==> src/rtl/pattern_gen_if.sv <==
// pattern_gen_if: sequencer <-> pattern generator bundle.
// master drives start/step, slave returns the pattern word.
interface pattern_gen_if #(
    parameter int WIDTH   = 16,
    parameter int INDEX_W = 8
);
    logic               start;
    logic [2:0]         mode;
    logic [WIDTH-1:0]   seed;
    logic               step;
    logic [WIDTH-1:0]   data;
    logic               valid;
    logic [INDEX_W-1:0] index;
    logic               last;
    logic               busy;
    logic               done;

    modport master (
        output start, mode, seed, step,
        input  data, valid, index, last, busy, done
    );

    modport slave (
        input  start, mode, seed, step,
        output data, valid, index, last, busy, done
    );
endinterface

==> src/rtl/pattern_gen.sv <==
// pattern_gen: data-bus test pattern generator (walks,
// checkerboard, LFSR, count) stepped one word at a time.
module pattern_gen #(
    parameter int               WIDTH     = 16,
    parameter int               INDEX_W   = 8,
    parameter int               SEQ_LEN   = 64,
    parameter logic [WIDTH-1:0] LFSR_TAPS = 16'hB400
) (
    input logic           clk,
    input logic           reset,
    pattern_gen_if.slave  bus
);

    localparam int POS_W = $clog2(WIDTH);

    localparam logic [WIDTH-1:0] ONE = WIDTH'(1);

    typedef enum logic [1:0] {
        IDLE = 2'd0,
        RUN  = 2'd1,
        DONE = 2'd2
    } state_t;

    // Checkerboard word 0: MSB set, alternating downwards.
    function automatic logic [WIDTH-1:0] checker_word();
        logic [WIDTH-1:0] w;
        w = '0;
        for (int k = 0; k < WIDTH; k++) begin
            w[k] = ((WIDTH - 1 - k) % 2) == 0;
        end
        return w;
    endfunction

    localparam logic [WIDTH-1:0] CHECKER = checker_word();

    // seg[1]: walk left (bit = pos), else right.
    // seg[0]: walking zero (inverted word).
    function automatic logic [WIDTH-1:0] walk_word(
        input logic [1:0]       seg,
        input logic [POS_W-1:0] pos
    );
        logic [WIDTH-1:0] w;
        if (seg[1]) begin
            w = ONE << pos;
        end else begin
            w = ONE << (POS_W'(WIDTH - 1) - pos);
        end
        return seg[0] ? ~w : w;
    endfunction

    function automatic logic [WIDTH-1:0] lfsr_next(
        input logic [WIDTH-1:0] d
    );
        return (d >> 1) ^ (d[0] ? LFSR_TAPS : '0);
    endfunction

    // Word 0 of a freshly started sequence.
    function automatic logic [WIDTH-1:0] first_word(
        input logic [2:0]       m,
        input logic [WIDTH-1:0] s
    );
        logic [WIDTH-1:0] w;
        unique case (m)
            3'd0, 3'd1,
            3'd2, 3'd3: w = walk_word(m[1:0], '0);
            3'd4:       w = CHECKER;
            3'd5:       w = (s == '0) ? ONE : s;
            3'd6:       w = s;
            3'd7:       w = walk_word(2'd0, '0);
            default:    w = '0;
        endcase
        return w;
    endfunction

    // Index of the final word for a given mode.
    function automatic logic [INDEX_W-1:0] last_index(
        input logic [2:0] m
    );
        logic [INDEX_W-1:0] l;
        unique case (m)
            3'd0, 3'd1,
            3'd2, 3'd3: l = INDEX_W'(WIDTH - 1);
            3'd4:       l = INDEX_W'(1);
            3'd5, 3'd6: l = INDEX_W'(SEQ_LEN - 1);
            3'd7:       l = INDEX_W'(4 * WIDTH - 1);
            default:    l = '0;
        endcase
        return l;
    endfunction

    state_t             state_q, state_d;
    logic [2:0]         mode_q, mode_d;
    logic [WIDTH-1:0]   seed_q, seed_d;
    logic [WIDTH-1:0]   data_q, data_d;
    logic [INDEX_W-1:0] index_q, index_d;
    logic               valid_q, valid_d;
    logic [1:0]         seg_q, seg_d;
    logic [POS_W-1:0]   pos_q, pos_d;

    logic [INDEX_W-1:0] idx_n;
    logic [1:0]         seg_n;
    logic [POS_W-1:0]   pos_n;
    logic               last_w;

    assign last_w = valid_q && (index_q == last_index(mode_q));

    // State and datapath registers.
    always_ff @(posedge clk or posedge reset) begin
        if (reset) begin
            state_q <= IDLE;
            mode_q  <= '0;
            seed_q  <= '0;
            data_q  <= '0;
            index_q <= '0;
            valid_q <= 1'b0;
            seg_q   <= '0;
            pos_q   <= '0;
        end else begin
            state_q <= state_d;
            mode_q  <= mode_d;
            seed_q  <= seed_d;
            data_q  <= data_d;
            index_q <= index_d;
            valid_q <= valid_d;
            seg_q   <= seg_d;
            pos_q   <= pos_d;
        end
    end

    // Next-state logic and next pattern word.
    always_comb begin
        state_d = state_q;
        mode_d  = mode_q;
        seed_d  = seed_q;
        data_d  = data_q;
        index_d = index_q;
        valid_d = valid_q;
        seg_d   = seg_q;
        pos_d   = pos_q;

        idx_n = index_q + 1'b1;
        pos_n = pos_q + 1'b1;
        seg_n = seg_q;
        if (mode_q == 3'd7 && pos_q == POS_W'(WIDTH - 1)) begin
            pos_n = '0;
            seg_n = seg_q + 2'd1;
        end

        unique case (state_q)
            IDLE: begin
                if (bus.start) begin
                    state_d = RUN;
                    mode_d  = bus.mode;
                    seed_d  = bus.seed;
                    data_d  = first_word(bus.mode, bus.seed);
                    index_d = '0;
                    valid_d = 1'b1;
                    pos_d   = '0;
                    seg_d   = (bus.mode == 3'd7) ? 2'd0
                                                 : bus.mode[1:0];
                end
            end
            RUN: begin
                if (bus.step) begin
                    if (last_w) begin
                        state_d = DONE;
                        valid_d = 1'b0;
                        index_d = '0;
                        data_d  = '0;
                        pos_d   = '0;
                        seg_d   = '0;
                    end else begin
                        index_d = idx_n;
                        pos_d   = pos_n;
                        seg_d   = seg_n;
                        unique case (mode_q)
                            3'd4:    data_d = ~data_q;
                            3'd5:    data_d = lfsr_next(data_q);
                            3'd6:    data_d = seed_q + WIDTH'(idx_n);
                            default: data_d = walk_word(seg_n, pos_n);
                        endcase
                    end
                end
            end
            DONE: begin
                state_d = IDLE;
            end
            default: begin
                state_d = IDLE;
            end
        endcase
    end

    assign bus.data  = data_q;
    assign bus.valid = valid_q;
    assign bus.index = index_q;
    assign bus.last  = last_w;
    assign bus.busy  = (state_q != IDLE);
    assign bus.done  = (state_q == DONE);

endmodule

==> src/flat_wrapper.sv <==
// flat-port wrapper written by rule: the top's interface ports become plain ports
module pattern_gen_flat 
#(
    parameter int               WIDTH     = 16,
    parameter int               INDEX_W   = 8,
    parameter int               SEQ_LEN   = 64,
    parameter logic [WIDTH-1:0] LFSR_TAPS = 16'hB400
)
  (clk, reset, bus_start, bus_mode, bus_seed, bus_step, bus_data, bus_valid, bus_index, bus_last, bus_busy, bus_done);
  pattern_gen_if #(.WIDTH(WIDTH), .INDEX_W(INDEX_W)) bus_i ();
  input logic clk;
  input logic reset;
  input wire logic [$bits(bus_i.start)-1:0] bus_start;
  input wire logic [$bits(bus_i.mode)-1:0] bus_mode;
  input wire logic [$bits(bus_i.seed)-1:0] bus_seed;
  input wire logic [$bits(bus_i.step)-1:0] bus_step;
  output wire logic [$bits(bus_i.data)-1:0] bus_data;
  output wire logic [$bits(bus_i.valid)-1:0] bus_valid;
  output wire logic [$bits(bus_i.index)-1:0] bus_index;
  output wire logic [$bits(bus_i.last)-1:0] bus_last;
  output wire logic [$bits(bus_i.busy)-1:0] bus_busy;
  output wire logic [$bits(bus_i.done)-1:0] bus_done;
  assign bus_i.start = bus_start;
  assign bus_i.mode = bus_mode;
  assign bus_i.seed = bus_seed;
  assign bus_i.step = bus_step;
  assign bus_data = bus_i.data;
  assign bus_valid = bus_i.valid;
  assign bus_index = bus_i.index;
  assign bus_last = bus_i.last;
  assign bus_busy = bus_i.busy;
  assign bus_done = bus_i.done;
  pattern_gen #(.WIDTH(WIDTH), .INDEX_W(INDEX_W), .SEQ_LEN(SEQ_LEN), .LFSR_TAPS(LFSR_TAPS)) u_core (.clk(clk), .reset(reset), .bus(bus_i));
endmodule
==> config.mk <==
export PLATFORM = sky130hd
export DESIGN_NAME = pattern_gen_flat
export DESIGN_NICKNAME = d
export VERILOG_FILES = /design/src/rtl/pattern_gen_if.sv /design/src/rtl/pattern_gen.sv /design/src/flat_wrapper.sv
export SDC_FILE = /design/constraint.sdc
export NUM_CORES = 1
export LEC_CHECK = 0
export CAP_MARGIN = 5
export CORE_MARGIN = 4
export CORE_UTILIZATION = 52
export CTS_CLUSTER_SIZE = 12
export DETAILED_ROUTE_END_ITERATION = 12
export PLACE_DENSITY = 0.75
export SYNTH_ARGS = -nofsm -noshare
export SYNTH_HDL_FRONTEND = slang
export SYNTH_SLANG_ARGS = --single-unit
==> constraint.sdc <==
create_clock -name clk -period 5.5 [get_ports clk]
set_clock_uncertainty 0.05 [all_clocks]
set_input_delay 0.55 -clock clk [delete_from_list [all_inputs] [get_ports clk]]
set_output_delay 0.55 -clock clk [all_outputs]
set_load 0.01 [all_outputs]
==> run summary <==
crit end category = flip-flop
post-CTS sizing = 0
Synth Warn # = 0
drt drc = 0
vias after detailed routing = 4699
crit path max-delay cell type = a221oi_1
CP Cell Sequence = ha_1 > nand3_1 > xnor2_1 > ha_1 > and3_1 > a221oi_1 > o21ai_0 > nand4_1 > xor2_1 > o211ai_1 > a221o_1
total track usage = 28.7%
Rel. slew slack = 32.1%
crit-path most repeated cell = ha_1
clk buf depth = 2
Placement Setup Slack = 2.17 ns
Synth area leader = dfrtp_1
largest net degree at the start of global routing = 53
H-Tree Depth = 2
CTS Root Cell = clkbuf_8
EDFF count, synth = 0
Setup CP Type = reg -> reg
combinational power share = 62.6%
adder-cell area share of the yosys netlist = 5.17%
Setup Buffers After CTS = 0
initial core utilization = 54.2%
CP Depth = 11
Die ar. = 10200 sq um
RSZ-0062 raised after global routing = false
Synth Area per Inst = 7.55 sq um
PD cells = 575 nW/um^2
commonest non-fill, non-tap cell in the layout = nand2_1
I/O pin count = 51
critical path arrival = 3.58 ns
I/O Buffers = 50
Mapped Nets = 637
Max-Cap Viols = 0
Worst Setup EP = u_core.bus.data[11]
crit-path max FO = 8
Clock power frac = 7.8%
die height = 101 microns
Psw = 0.00154 W
row count = 33
Worst-path clk slew = 0.11 ns
complex-gate fraction of the synthesized area = 29.0%
outcome = finished, final reports clean
most frequent cells in the layout = nand2_1, a21oi_1, o21ai_0, dfrtp_1, clkdlybuf4s50_1
combinational family with the most area after synthesis = compound AO/OA/AOI/OAI gates
DRT Wirelength = 14.5 mm
Synth top area share = 28.9%
critical path buffer and inverter count = 0
initial DRC count = 499
Core Area = 8300 sq um
Post-synth top flop = dfrtp_1
GRT overflow = 0
Fmax = 0.292 GHz
Fin. Hold Viols = 0
Final TNS setup = 0 ns
share of layout cells above drive strength 1 = 4.69%
Synth async-reset ratio = 100%
cell area after synthesis = 4500 sq um
area post-placement = 5000 sq um
Tot Pwr = 0.00293 W
vias per cell = 6.50
Final nets = 658
n_diodes = 0
sw frac = 52.6%
ANT nets after route = 0
router iterations before antenna repair = 5
number of global-route vias before repair = 4396
maximum vdd drop = 0.285 mV
Final HPWL DP = 10.8 mm
Hold WS = 0.457 ns
chip width = 101 microns
min-delay worst type = reg -> reg
Mapped Cells = 596
CP delay by family, top = compound AO/OA/AOI/OAI gates
Largest stage delay, worst path = 0.50 ns
Clock Latency Late Sink = 0.31 ns
synth top area cells = dfrtp_1, nand2_1, a21oi_1
xor/xnor share of the synthesized area = 7.14%
crit path launch = u_core.bus.index[0]
mux share of post-synthesis cell area = 1.14%
CTS tree = done
hold buffer count at cts = 0
reg2reg path depth = 11
LEAKAGE = 2.12 nW
Min Clock Period, post-route = 3.42 ns
Cell Int Power = 0.00139 W
R2R Setup Slk = 2.08 ns
Layout area overhead = 13.0%
clock sinks = 52
Worst Slack Setup Final = 2.08 ns
register area share after synthesis = 28.9%
first-pass GRT wire length = 23.4 mm
critical register-to-register path endpoint = u_core.bus.data[11]
flops & latches, synth = 52
CTS buffer count = 5
Pins Over Slew Limit = 0
Design Area, Final = 5090 sq um
Synth cell types = 69
# setup viols final = 0
Seq pwr share = 29.6%
r2r startpoint = u_core.bus.index[0]
Synth Area in Simple Gates = 23.2%
GP Congestion = 0.915
final period utilization = 62.2%
average wire per standard cell = 20.0 microns
Worst-Margin Slew = 1.02 ns
initial antenna violation count = 0
Worst Path Required = 5.66 ns
Startpoint Class = flip-flop
[final cells by class]
class                           count  area, sq um
Multi-Input combinational cell    485         2960
Clock inverter                      2         16.3
Timing Repair Buffer               56          546
Tap cell                          105          131
Fill cell                         780         3210
Clock buffer                        6         72.6
Sequential cell                    52         1300
Inverter                           17         63.8
[synthesized netlist by cell type, types with 3 or more instances]
| master | instances |
|---|---|
| o311ai_0 | 3 |
| and3_1 | 6 |
| nor3_1 | 11 |
| or3_1 | 3 |
| a221o_1 | 4 |
| ha_1 | 17 |
| o21ai_0 | 52 |
| a31oi_1 | 7 |
| buf_1 | 4 |
| o211ai_1 | 8 |
| nor2_1 | 45 |
| nand3b_1 | 3 |
| a211oi_1 | 3 |
| clkbuf_1 | 30 |
| o31ai_1 | 9 |
| nand4_1 | 8 |
| buf_2 | 5 |
| nand2_1 | 101 |
| nand3_1 | 20 |
| dfrtp_1 | 52 |
| nor4_1 | 5 |
| inv_1 | 17 |
| a221oi_1 | 4 |
| nor2b_1 | 4 |
| a22oi_1 | 4 |
| a22o_1 | 3 |
| xnor2_1 | 21 |
| a21oi_1 | 55 |
| a21o_1 | 7 |
| nand2b_1 | 6 |
| a311oi_1 | 3 |
| xor2_1 | 12 |
| o221ai_1 | 3 |
| mux2i_1 | 4 |
| o22ai_1 | 12 |
[flip-flops by register name, indices dropped and copies added, names as in the netlist]
signal / flops
u_core.pos_q: 4
u_core.seg_q: 2
u_core.state_q: 2
u_core.bus.valid: 1
u_core.mode_q: 3
u_core.seed_q: 16
u_core.bus.data: 16
u_core.bus.index: 8
[through the flow]
stage          cells  utilization [%]
2_1_floorplan    596                -
3_3_place_gp     715             60.2
3_5_place_dp     715             60.2
4_1_cts          723             61.3
5_1_grt          723             61.3
6_report         723             61.3
[worst min-delay path by stage]
stage / start / endpoint / slack [ns] / cells after the start
final: u_core.seed_q[6] / u_core.seed_q[6] / 0.46 / 2
after global routing: u_core.seed_q[6] / u_core.seed_q[6] / 0.49 / 2
after CTS: u_core.seed_q[6] / u_core.seed_q[6] / 0.46 / 2
after detailed placement: u_core.seed_q[6] / u_core.seed_q[6] / 0.43 / 2
after global placement: u_core.seed_q[6] / u_core.seed_q[6] / 0.43 / 2
after floorplan: u_core.seed_q[2] / u_core.seed_q[2] / 0.40 / 2
[kinds of logic after synthesis]
| kind of cell | count (synthesis) |
|---|---|
| XOR/XNOR | 35 |
| multiplexers | 5 |
| flip-flops | 52 |
| AND/OR/NAND/NOR | 224 |
| AO/OA/AOI/OAI | 203 |
| adder cells (fa/ha/maj) | 18 |
| buffers and inverters | 59 |
[power groups by stage]
stage          Combinational (W)  Clock [W]  Sequential, W
2_1_floorplan            0.00136          0       0.000720
3_3_place_gp             0.00180          0       0.000858
3_5_place_dp             0.00180          0       0.000862
4_1_cts                  0.00181   0.000230       0.000855
5_1_grt                  0.00201   0.000246       0.000895
6_report                 0.00183   0.000230       0.000867
[tightest hold or removal path: stages, from the launching register on]
cell	delay, ns
dfrtp_1	0.37
nand2_1	0.06
nand2_1	0.06
[metal layers]
metal	up-vias	track usage (%)	part of all wire, %
met5	-	0	0
met4	0	4.70	0.97
met3	16	3.18	6.9
met2	199	45.8	47
met1	2280	42.6	46
li1	2204	-	-
Power figures use the tool's default switching activity.
